**config.mk**
```make
export PLATFORM = sky130hd
export DESIGN_NAME = led_frame_ctrl
export DESIGN_NICKNAME = d
export VERILOG_FILES = /design/src/rtl/led_pkg.sv /design/src/rtl/led_scale.sv /design/src/rtl/led_frame_ctrl.sv
export SDC_FILE = /design/constraint.sdc
export NUM_CORES = 1
export LEC_CHECK = 0
export ABC_CLOCK_PERIOD_IN_PS = 19050
export BUFFER_PORTS_ARGS = -buffer_cell sky130_fd_sc_hd__clkbuf_2
export CAP_MARGIN = 15
export CELL_PAD_IN_SITES_DETAIL_PLACEMENT = 0
export CELL_PAD_IN_SITES_GLOBAL_PLACEMENT = 2
export CORE_MARGIN = 2
export CORE_UTILIZATION = 42
export DETAILED_ROUTE_END_ITERATION = 6
export PLACE_DENSITY_LB_ADDON = 0.1
export RECOVER_POWER = 25
export SYNTH_ARGS = -nofsm -noshare
export SYNTH_HDL_FRONTEND = slang
export SYNTH_SLANG_ARGS = --single-unit
```
**constraint.sdc**
```tcl
create_clock -name clk -period 19.05 [get_ports clk]
set_clock_uncertainty 0.2 [all_clocks]
set_input_delay 1.905 -clock clk [delete_from_list [all_inputs] [get_ports clk]]
set_output_delay 1.905 -clock clk [all_outputs]
set_load 0.03 [all_outputs]
```
**src/rtl/led_pkg.sv**
```systemverilog
// Constants shared by the LED frame loader and the LED driver top:
// command encodings, loader FSM states and the channel-byte count helper.
package led_pkg;

  typedef enum logic [2:0] {
    ST_IDLE    = 3'd0,
    ST_PIXEL   = 3'd1,
    ST_DISCARD = 3'd2,
    ST_BRIGHT  = 3'd3,
    ST_COMMIT  = 3'd4
  } state_t;

  localparam logic [7:0] CMD_BRIGHT  = 8'h80;
  // A command byte with none of these bits set is a pixel write command.
  localparam logic [7:0] CMD_WR_MASK = 8'h80;

  function automatic int chan_bytes(input int led_cnt, input int channels);
    return led_cnt * channels;
  endfunction

endpackage

```
**src/rtl/led_scale.sv**
```systemverilog
// Registered brightness scaler: pix_p1 = (pix_p0 * (bright + 1)) >> COEF_W,
// one cycle after pix_p0, with the valid flag travelling alongside.
module led_scale #(
  parameter int DATA_W = 8,
  parameter int COEF_W = 8
) (
  input  logic              clk,
  input  logic              reset,
  input  logic              vld_p0,
  input  logic [DATA_W-1:0] pix_p0,
  input  logic [COEF_W-1:0] bright,
  output logic              vld_p1,
  output logic [DATA_W-1:0] pix_p1
);

  localparam int PW = DATA_W + COEF_W;

  // (2^D-1)*2^C still fits in D+C bits, so the product never overflows.
  function automatic logic [DATA_W-1:0] scale(input logic [DATA_W-1:0] v,
                                              input logic [COEF_W-1:0] b);
    logic [PW-1:0] prod;
    prod = PW'(v) * (PW'(b) + PW'(1));
    return DATA_W'(prod >> COEF_W);
  endfunction

  // p0 -> p1
  always_ff @(posedge clk or negedge reset) begin
    if (!reset) vld_p1 <= 1'b0;
    else        vld_p1 <= vld_p0;
  end

  always_ff @(posedge clk) begin
    pix_p1 <= scale(pix_p0, bright);
  end

endmodule

```
**src/rtl/led_frame_ctrl.sv**
```systemverilog
// Host byte-stream loader: fills a shadow frame, then commits it through the
// brightness scaler into the active frame that feeds the serial LED driver.
module led_frame_ctrl
  import led_pkg::*;
#(
  parameter int LED_CNT       = 3,
  parameter int CHANNELS      = 3,
  parameter int BITPERCHANNEL = 8
) (
  input  logic                                      clk,
  input  logic                                      reset,
  input  logic                                      wr_valid,
  input  logic [7:0]                                wr_data,
  input  logic                                      wr_last,
  output logic                                      wr_ready,
  output logic [LED_CNT*CHANNELS*BITPERCHANNEL-1:0] data,
  output logic                                      busy,
  output logic                                      frame_done,
  output logic                                      err
);

  localparam int CHAN_BYTES = chan_bytes(LED_CNT, CHANNELS);
  localparam int CNT_W      = $clog2(CHAN_BYTES + 1);

  if (BITPERCHANNEL != 8) begin : g_bad_bpc
    $error("led_frame_ctrl: BITPERCHANNEL must be 8");
  end
  if (LED_CNT < 1 || LED_CNT > 128) begin : g_bad_cnt
    $error("led_frame_ctrl: LED_CNT must be 1..128");
  end

  logic [7:0]       shadow [CHAN_BYTES];
  logic [7:0]       active [CHAN_BYTES];
  state_t           state_q, state_d;
  logic [CNT_W-1:0] ptr_q, ptr_d, cnt_q, cnt_d;
  logic [7:0]       bright_q, bright_d;
  logic             shadow_we, err_d, done_d, accept, in_range;
  logic             vld_p0, vld_p1;
  logic [7:0]       pix_p0, pix_p1;

  assign busy     = (state_q == ST_COMMIT);
  assign wr_ready = !busy;
  assign accept   = wr_valid && wr_ready;
  assign in_range = (32'(wr_data[6:0]) < LED_CNT);

  always_comb begin
    state_d   = state_q;
    ptr_d     = ptr_q;
    cnt_d     = cnt_q;
    bright_d  = bright_q;
    shadow_we = 1'b0;
    err_d     = 1'b0;
    done_d    = 1'b0;
    case (state_q)
      ST_IDLE: begin
        if (accept) begin
          if ((wr_data & CMD_WR_MASK) == 8'h00) begin
            if (!in_range) begin
              err_d   = 1'b1;
              state_d = wr_last ? ST_IDLE : ST_DISCARD;
            end else if (wr_last) begin
              state_d = ST_COMMIT;
              cnt_d   = '0;
            end else begin
              state_d = ST_PIXEL;
              ptr_d   = CNT_W'(32'(wr_data[6:0]) * CHANNELS);
            end
          end else if (wr_data == CMD_BRIGHT) begin
            err_d   = wr_last;
            state_d = wr_last ? ST_IDLE : ST_BRIGHT;
          end else begin
            err_d   = 1'b1;
            state_d = wr_last ? ST_IDLE : ST_DISCARD;
          end
        end
      end
      ST_PIXEL: begin
        if (accept) begin
          shadow_we = 1'b1;
          ptr_d     = (ptr_q == CNT_W'(CHAN_BYTES - 1)) ? '0 : ptr_q + 1'b1;
          if (wr_last) begin
            state_d = ST_COMMIT;
            cnt_d   = '0;
          end
        end
      end
      ST_DISCARD: begin
        if (accept && wr_last) state_d = ST_IDLE;
      end
      ST_BRIGHT: begin
        if (accept) begin
          bright_d = wr_data;
          state_d  = ST_COMMIT;
          cnt_d    = '0;
        end
      end
      ST_COMMIT: begin
        // cnt issues byte cnt into the scaler and retires byte cnt-1.
        if (cnt_q == CNT_W'(CHAN_BYTES)) begin
          state_d = ST_IDLE;
          done_d  = 1'b1;
          cnt_d   = '0;
        end else begin
          cnt_d = cnt_q + 1'b1;
        end
      end
      default: state_d = ST_IDLE;
    endcase
  end

  assign vld_p0 = busy && (cnt_q != CNT_W'(CHAN_BYTES));

  always_comb begin
    pix_p0 = 8'h00;
    for (int k = 0; k < CHAN_BYTES; k++) begin
      if (cnt_q == CNT_W'(k)) pix_p0 = shadow[k];
    end
  end

  led_scale #(.DATA_W(8), .COEF_W(8)) u_scale (
    .clk    (clk),
    .reset  (reset),
    .vld_p0 (vld_p0),
    .pix_p0 (pix_p0),
    .bright (bright_q),
    .vld_p1 (vld_p1),
    .pix_p1 (pix_p1)
  );

  always_ff @(posedge clk or negedge reset) begin
    if (!reset) begin
      state_q    <= ST_IDLE;
      ptr_q      <= '0;
      cnt_q      <= '0;
      bright_q   <= 8'hFF;
      err        <= 1'b0;
      frame_done <= 1'b0;
      for (int k = 0; k < CHAN_BYTES; k++) begin
        shadow[k] <= 8'h00;
        active[k] <= 8'h00;
      end
    end else begin
      state_q    <= state_d;
      ptr_q      <= ptr_d;
      cnt_q      <= cnt_d;
      bright_q   <= bright_d;
      err        <= err_d;
      frame_done <= done_d;
      for (int k = 0; k < CHAN_BYTES; k++) begin
        if (shadow_we && ptr_q == CNT_W'(k)) shadow[k] <= wr_data;
        if (vld_p1 && cnt_q == CNT_W'(k + 1)) active[k] <= pix_p1;
      end
    end
  end

  // The driver shifts data[0] first and wants each channel byte MSB first.
  for (genvar k = 0; k < CHAN_BYTES; k++) begin : g_bus
    assign data[k*8 +: 8] = {<<{active[k]}};
  end

endmodule

```
# Word-level counts from Yosys, hierarchy flattened
# Cells that the tools add are included.
[totals]
register_bits = 174
input_bits = 12
out_inout_bits = 76
[classes]
n_reduce_logical = 32
n_mul = 2
addsub = 3
n_eq_ne = 32
n_lt_le_gt_ge = 1
muxes = 46
[ops]
columns = ["cell", "count"]
rows = [
  ["$mux W8", 9],
  ["$mux W4", 13],
  ["$eq A4 B3 Y1 const B", 8],
  ["$mux W3", 9],
  ["$logic_and A1 B1 Y1", 21],
  ["$reduce_and A6 Y1", 3],
  ["$eq A4 B2 Y1 const B", 4],
  ["$mul A8 B16 Y16", 1],
  ["$ne A2 B2 Y1 const B", 8],
  ["$pmux W4 S4", 1],
  ["$pmux W3 S5", 1],
  ["$eq A4 B4 Y1 const B", 3],
  ["$add A8 B1 Y9 const B", 1],
  ["$mux W1", 9],
  ["$add A4 B1 Y4 const B", 2],
  ["$eq A4 B1 Y1 const B", 2],
  ["$eq A8 B8 Y1 const B", 1],
  ["$logic_not A4 Y1", 2],
  ["$logic_not A8 Y1", 1],
  ["$pmux W4 S2", 1],
  ["$lt A7 B2 Y1 const B", 1],
  ["$mul A7 B2 Y4 const B", 1],
  ["$eq A3 B2 Y1 const B", 2],
  ["$mux W2", 3],
  ["9 further kinds", 9],
]

# Depth between registers and ports, before layout
[depth]
word_depth = 11
depth_mapped = 24
depth_no_buf = 22

# By module
# Synthesis repeated with hierarchy kept, for this count alone.
[hier_totals]
hier_cells = 798
hier_area_um2 = 9870.7
[modules_own_cells]
columns = ["mod", "seq_area_each_um2", "cells_per_inst", "area_per_inst_um2", "instances"]
rows = [
  ["led_frame_ctrl", 4139.0, 548, 7511.0, 1],
  ["led_scale", 185.2, 250, 2359.8, 1],
]

# Worst setup path before layout
# No wires, ideal clock.
[synth_timing]
path_kind = "flip-flop to flip-flop"
from = "reg cnt_q[0]"
to = "reg u_scale.pix_p1[7]"
path_slack_ns = 12.777
synth_period_minus_slack_ns = 6.273
stages_incl_launch_ff = 24
arrival_ns = 6.001
setup_time_ns = 0.072
cell_sequence = "dfrtp_1 > buf_2 > buf_4 > buf_2 > mux4_2 > mux2i_1 > nor2_1 > a21oi_2 > nor2_1 > fa_1 > fa_1 > fa_1 > inv_1 > fa_1 > inv_1 > ha_1 > a21o_1 > a21o_1 > a21o_1 > a22o_1 > a31o_1 > o41a_1 > a21oi_2 > xnor2_1"
[synth_via]
elab_chain_cells = 11
word_cells_on_any_way = 19
[synth_rtl]
columns = ["element", "line_no", "rtl"]
rows = [
  ["start: declaration", "led_frame_ctrl.sv:35", "logic [CNT_W-1:0] ptr_q, ptr_d, cnt_q, cnt_d;"],
  ["start signal: assignment", "led_frame_ctrl.sv:145", "cnt_q <= cnt_d;"],
  ["$logic_not A4 Y1", "led_frame_ctrl.sv:116", "if (cnt_q == CNT_W'(k)) pix_p0 = shadow[k];"],
  ["$mux W8 (8 in series)", "led_frame_ctrl.sv:116", ""],
  ["$mux W8 (*)", "led_frame_ctrl.sv:116", ""],
  ["$mul A8 B16 Y16 (*)", "led_scale.sv:22", "prod = PW'(v) * (PW'(b) + PW'(1));"],
  ["end signal: assignment", "led_scale.sv:33", "pix_p1 <= scale(pix_p0, bright);"],
  ["end: declaration", "led_scale.sv:13", "output logic [DATA_W-1:0] pix_p1"],
]
# Mark *: on every way between the ends. The rest lies on a longest branch, timed or not.
# A chain may end at the register's enable or synchronous reset.

# Worst setup path in the final report
[layout_timing]
from = "reg cnt_q[1]"
to = "reg u_scale.pix_p1[7]"
# Same word-level chain as after synthesis.

==> summary.txt <==
Clk sinks - 174
Inserted Diodes - 0
CTS H-Tree Depth - 4
Via count - 6265
Synth Register Bits - 174
Fillers - 2034
RSZ-0062 raised after global routing - false
Critical R2R Launch - cnt_q[1]$_DFFE_PN0P_
Pwr/cell area - 77.34 nW/um^2
Max Cap Viol - 1
Clock Path Buffers - 2
Setup TNS - 0 ps
HP Start - shadow[11]$_DFFE_PN0P_
Initial antenna violation count - 0
Skew-Pair Late Insertion Delay - 420 ps
Fmax - 136.0 MHz
Part of the Yosys area used for sequential elements - 45.47%
Die ar. - 23860 sq um
CTS Buf Count - 17
Startpoint Class - flip-flop
Post-DR wirelength/cell - 19.09 um
Global route total overflow - 0
Hold crit path type - reg2reg
Final Non-Filler Cells - 1174
Finished Core Util - 47.99%
Hold Path Depth - 2
Critical path type - reg2reg
Port bufs - 87
Initial core utilization - 42.39%
Cell row count - 55
CTS root buffer - clkbuf_16
Via density - 5.336
Reg2Reg Setup Slack - 11700 ps
Max-slew violations - 83
CP Capture Type - flip-flop
Worst EP required - 19190 ps
Die Y - 154.5 um
Leakage power - 0.005443 uW
Area occupied by multi-input gates - 4841 sq um
Ys flop type - dfrtp_1
Net count, final - 971
Tcrit/Tclk final - 38.60%
CP max FO - 18
DRC viols - 0
Reg2Reg Depth - 21
Fraction of layout cells with a size suffix above 1 - 32.51%
Min Tclk post-route - 7353 ps
Post-synth ARST share - 95.40%
Global-route wire length before repair - 36850 um
Die width - 154.5 um
Synthesized area per cell - 11.96 sq um
Post-synth EDFFs - 0
FF/Latch Area - 4324 sq um
Yosys warnings - 0
Area Overhead vs Synth - 13.20%
ANT nets after route - 0
1st-pass router iterations - 4
Iteration-0 DRC count of the detailed router - 424
Core outline area - 22430 sq um
Post-CTS Resized - 0
Slew @ Worst Pin - 4351 ps
Hold_buf cts - 0
# setup viols final - 0
Crit path arrival time - 7490 ps
Mapped cell area - 9510 sq um
Setup bufs post-CTS - 0
Run status - finished with violations
Gr usage total - 19.83%
Syn_nets - 889
WL final - 22410 um
Number of global-route vias before repair - 6649
Hold Path End - shadow[11]$_DFFE_PN0P_
Netlist cell types - 59
CTS tree - built
Clk slew on worst S/H paths - 70 ps
Largest net degree at the start of global routing - 86
Routability congestion estimate - 0.8000
Dpl cells - 1142
Fin. Hold Viols - 0
Worst vdd ir - 0.05527 mV
I/O pin count - 88
Failing checks - max-capacitance violations, max-slew violations
Post-DP HPWL - 16490 um
Slew HR - -190.1%
Reg2reg end - u_scale.pix_p1[7]$_DFF_P_
Synth Instances - 795
[how the worst max path moves through the flow]
stage / start / endpoint / slack [ps] / cells after the start
finish: cnt_q[1]$_DFFE_PN0P_ / u_scale.pix_p1[7]$_DFF_P_ / 11700 / 21
global route: cnt_q[1]$_DFFE_PN0P_ / u_scale.pix_p1[7]$_DFF_P_ / 11320 / 21
CTS: cnt_q[1]$_DFFE_PN0P_ / u_scale.pix_p1[7]$_DFF_P_ / 12050 / 20
detailed placement: cnt_q[1]$_DFFE_PN0P_ / u_scale.pix_p1[7]$_DFF_P_ / 12080 / 20
global placement: cnt_q[1]$_DFFE_PN0P_ / u_scale.pix_p1[7]$_DFF_P_ / 12170 / 20
floorplan: cnt_q[0]$_DFFE_PN0P_ / u_scale.pix_p1[7]$_DFF_P_ / 12780 / 23
[placed cells by master (no fill, tap or decap), types with 3 or more instances in the layout]
| cell | n |
|---|---|
| a32oi_1 | 3 |
| a21oi_1 | 11 |
| or2_2 | 9 |
| o22ai_1 | 4 |
| dfstp_2 | 8 |
| xnor2_1 | 13 |
| mux4_2 | 12 |
| ha_1 | 41 |
| inv_6 | 5 |
| clkbuf_2 | 86 |
| mux2i_1 | 8 |
| a21oi_2 | 3 |
| mux2_2 | 131 |
| nor2_1 | 71 |
| inv_1 | 56 |
| a21o_1 | 6 |
| nor2b_1 | 12 |
| clkbuf_16 | 17 |
| a31oi_1 | 3 |
| nor3_1 | 9 |
| a22o_1 | 3 |
| xor2_1 | 7 |
| o21ai_0 | 32 |
| nand2_1 | 47 |
| dfrtp_1 | 158 |
| fa_1 | 41 |
| and3_1 | 4 |
| nand3_1 | 9 |
| dfxtp_1 | 8 |
| buf_4 | 3 |
| clkbuf_1 | 3 |
| and2_1 | 7 |
| clkinvlp_4 | 4 |
| o21a_1 | 5 |
| nand2b_1 | 13 |
[report_power, final]
part | switching, uW | internal (uW)
combinational | 69.7 | 41.0
sequential | 22.4 | 377
clock | 151 | 172
[layer usage]
metal,wire [um],up-vias,track usage [%]
li1,-,2892,-
met3,675,19,2.718
met2,11440,111,34.99
met1,10040,3243,25.86
met4,254,0,5.115
met5,0,-,0
[cell type report]
cell class              count  share of cell area (%)
clock buffers              18                   4.080
clock inverters            13                  0.9530
inverters                  56                   1.953
multi-input cells         535                   44.97
flip-flops and latches    174                   40.17
well taps                 285                   3.312
repair buffers             93                   4.568
[registers in the layout, summed over array words and instances, names as in the netlist]
name	flops
data	72
frame_done	1
shadow	72
err	1
u_scale.pix_p1	8
bright_q	8
u_scale.vld_p1	1
cnt_q	4
state_q	3
ptr_q	4
[cell usage after synthesis, types with 2 or more instances]
cell | count | area [sq um]
inv_1 | 56 | 210.2
xnor2_1 | 13 | 113.9
o21ai_1 | 2 | 10.01
o22ai_1 | 4 | 25.02
a21oi_1 | 11 | 55.05
mux2_2 | 131 | 1475
and4b_1 | 2 | 20.02
a32oi_1 | 3 | 26.28
buf_1 | 3 | 11.26
o31ai_1 | 2 | 15.01
nand3_1 | 9 | 45.04
dfrtp_1 | 158 | 3954
dfstp_2 | 8 | 210.2
nor2b_1 | 12 | 75.07
nor2_1 | 71 | 266.5
nand2_1 | 47 | 176.4
nand4_1 | 2 | 12.51
fa_1 | 41 | 820.8
nand2b_1 | 13 | 81.33
and2_1 | 8 | 50.05
o21a_1 | 5 | 37.54
nor3_1 | 9 | 45.04
o32ai_1 | 2 | 17.52
a21oi_2 | 3 | 26.28
xor2_1 | 7 | 61.31
a31oi_1 | 3 | 18.77
a21o_1 | 6 | 45.04
ha_1 | 41 | 513.0
mux4_2 | 12 | 270.3
buf_2 | 8 | 40.04
mux2i_1 | 8 | 80.08
a31o_2 | 2 | 17.52
or2_2 | 9 | 56.30
o21ai_0 | 32 | 160.2
dfxtp_1 | 8 | 160.2
a22o_1 | 3 | 26.28
clkbuf_1 | 16 | 60.06
and3_1 | 4 | 25.02
[worst max-delay path: stages, from the launching register on]
cell	delay [ps]
dfrtp_1	680
clkbuf_1	700
mux4_2	590
mux2i_1	140
nor2_1	60
a21oi_1	560
nor2_1	140
fa_1	580
fa_1	450
fa_1	560
inv_1	60
fa_1	520
inv_1	40
ha_1	340
a21o_1	180
a21o_1	170
a21o_1	180
a22o_1	220
a31o_1	210
o41a_1	360
a21oi_2	160
xnor2_1	140
[per-stage QoR]
| stage | hold slack, ps | setup WS (ps) | area, sq um | power, uW |
|---|---|---|---|---|
| floorplan | 242.2 | 12780 | 9510 | 482.1 |
| global placement | 257.6 | 12170 | 10210 | 518.3 |
| detailed placement | 271.2 | 12080 | 10210 | 518.5 |
| CTS | 286.9 | 12050 | 10750 | 843.1 |
| global route | 308.4 | 11320 | 10770 | 870.8 |
| finish | 285.2 | 11700 | 10770 | 832.5 |
[cell families after synthesis]
group / after synthesis / synth area share, %
AND/OR/NAND/NOR: 193 / 9.696
adder cells (fa/ha/maj): 82 / 14.02
AO/OA/AOI/OAI: 88 / 6.026
flip-flops: 174 / 45.47
XOR/XNOR: 20 / 1.842
buffers and inverters: 86 / 3.631
multiplexers: 152 / 19.31
No activity file was read; power rests on OpenSTA's default activity.
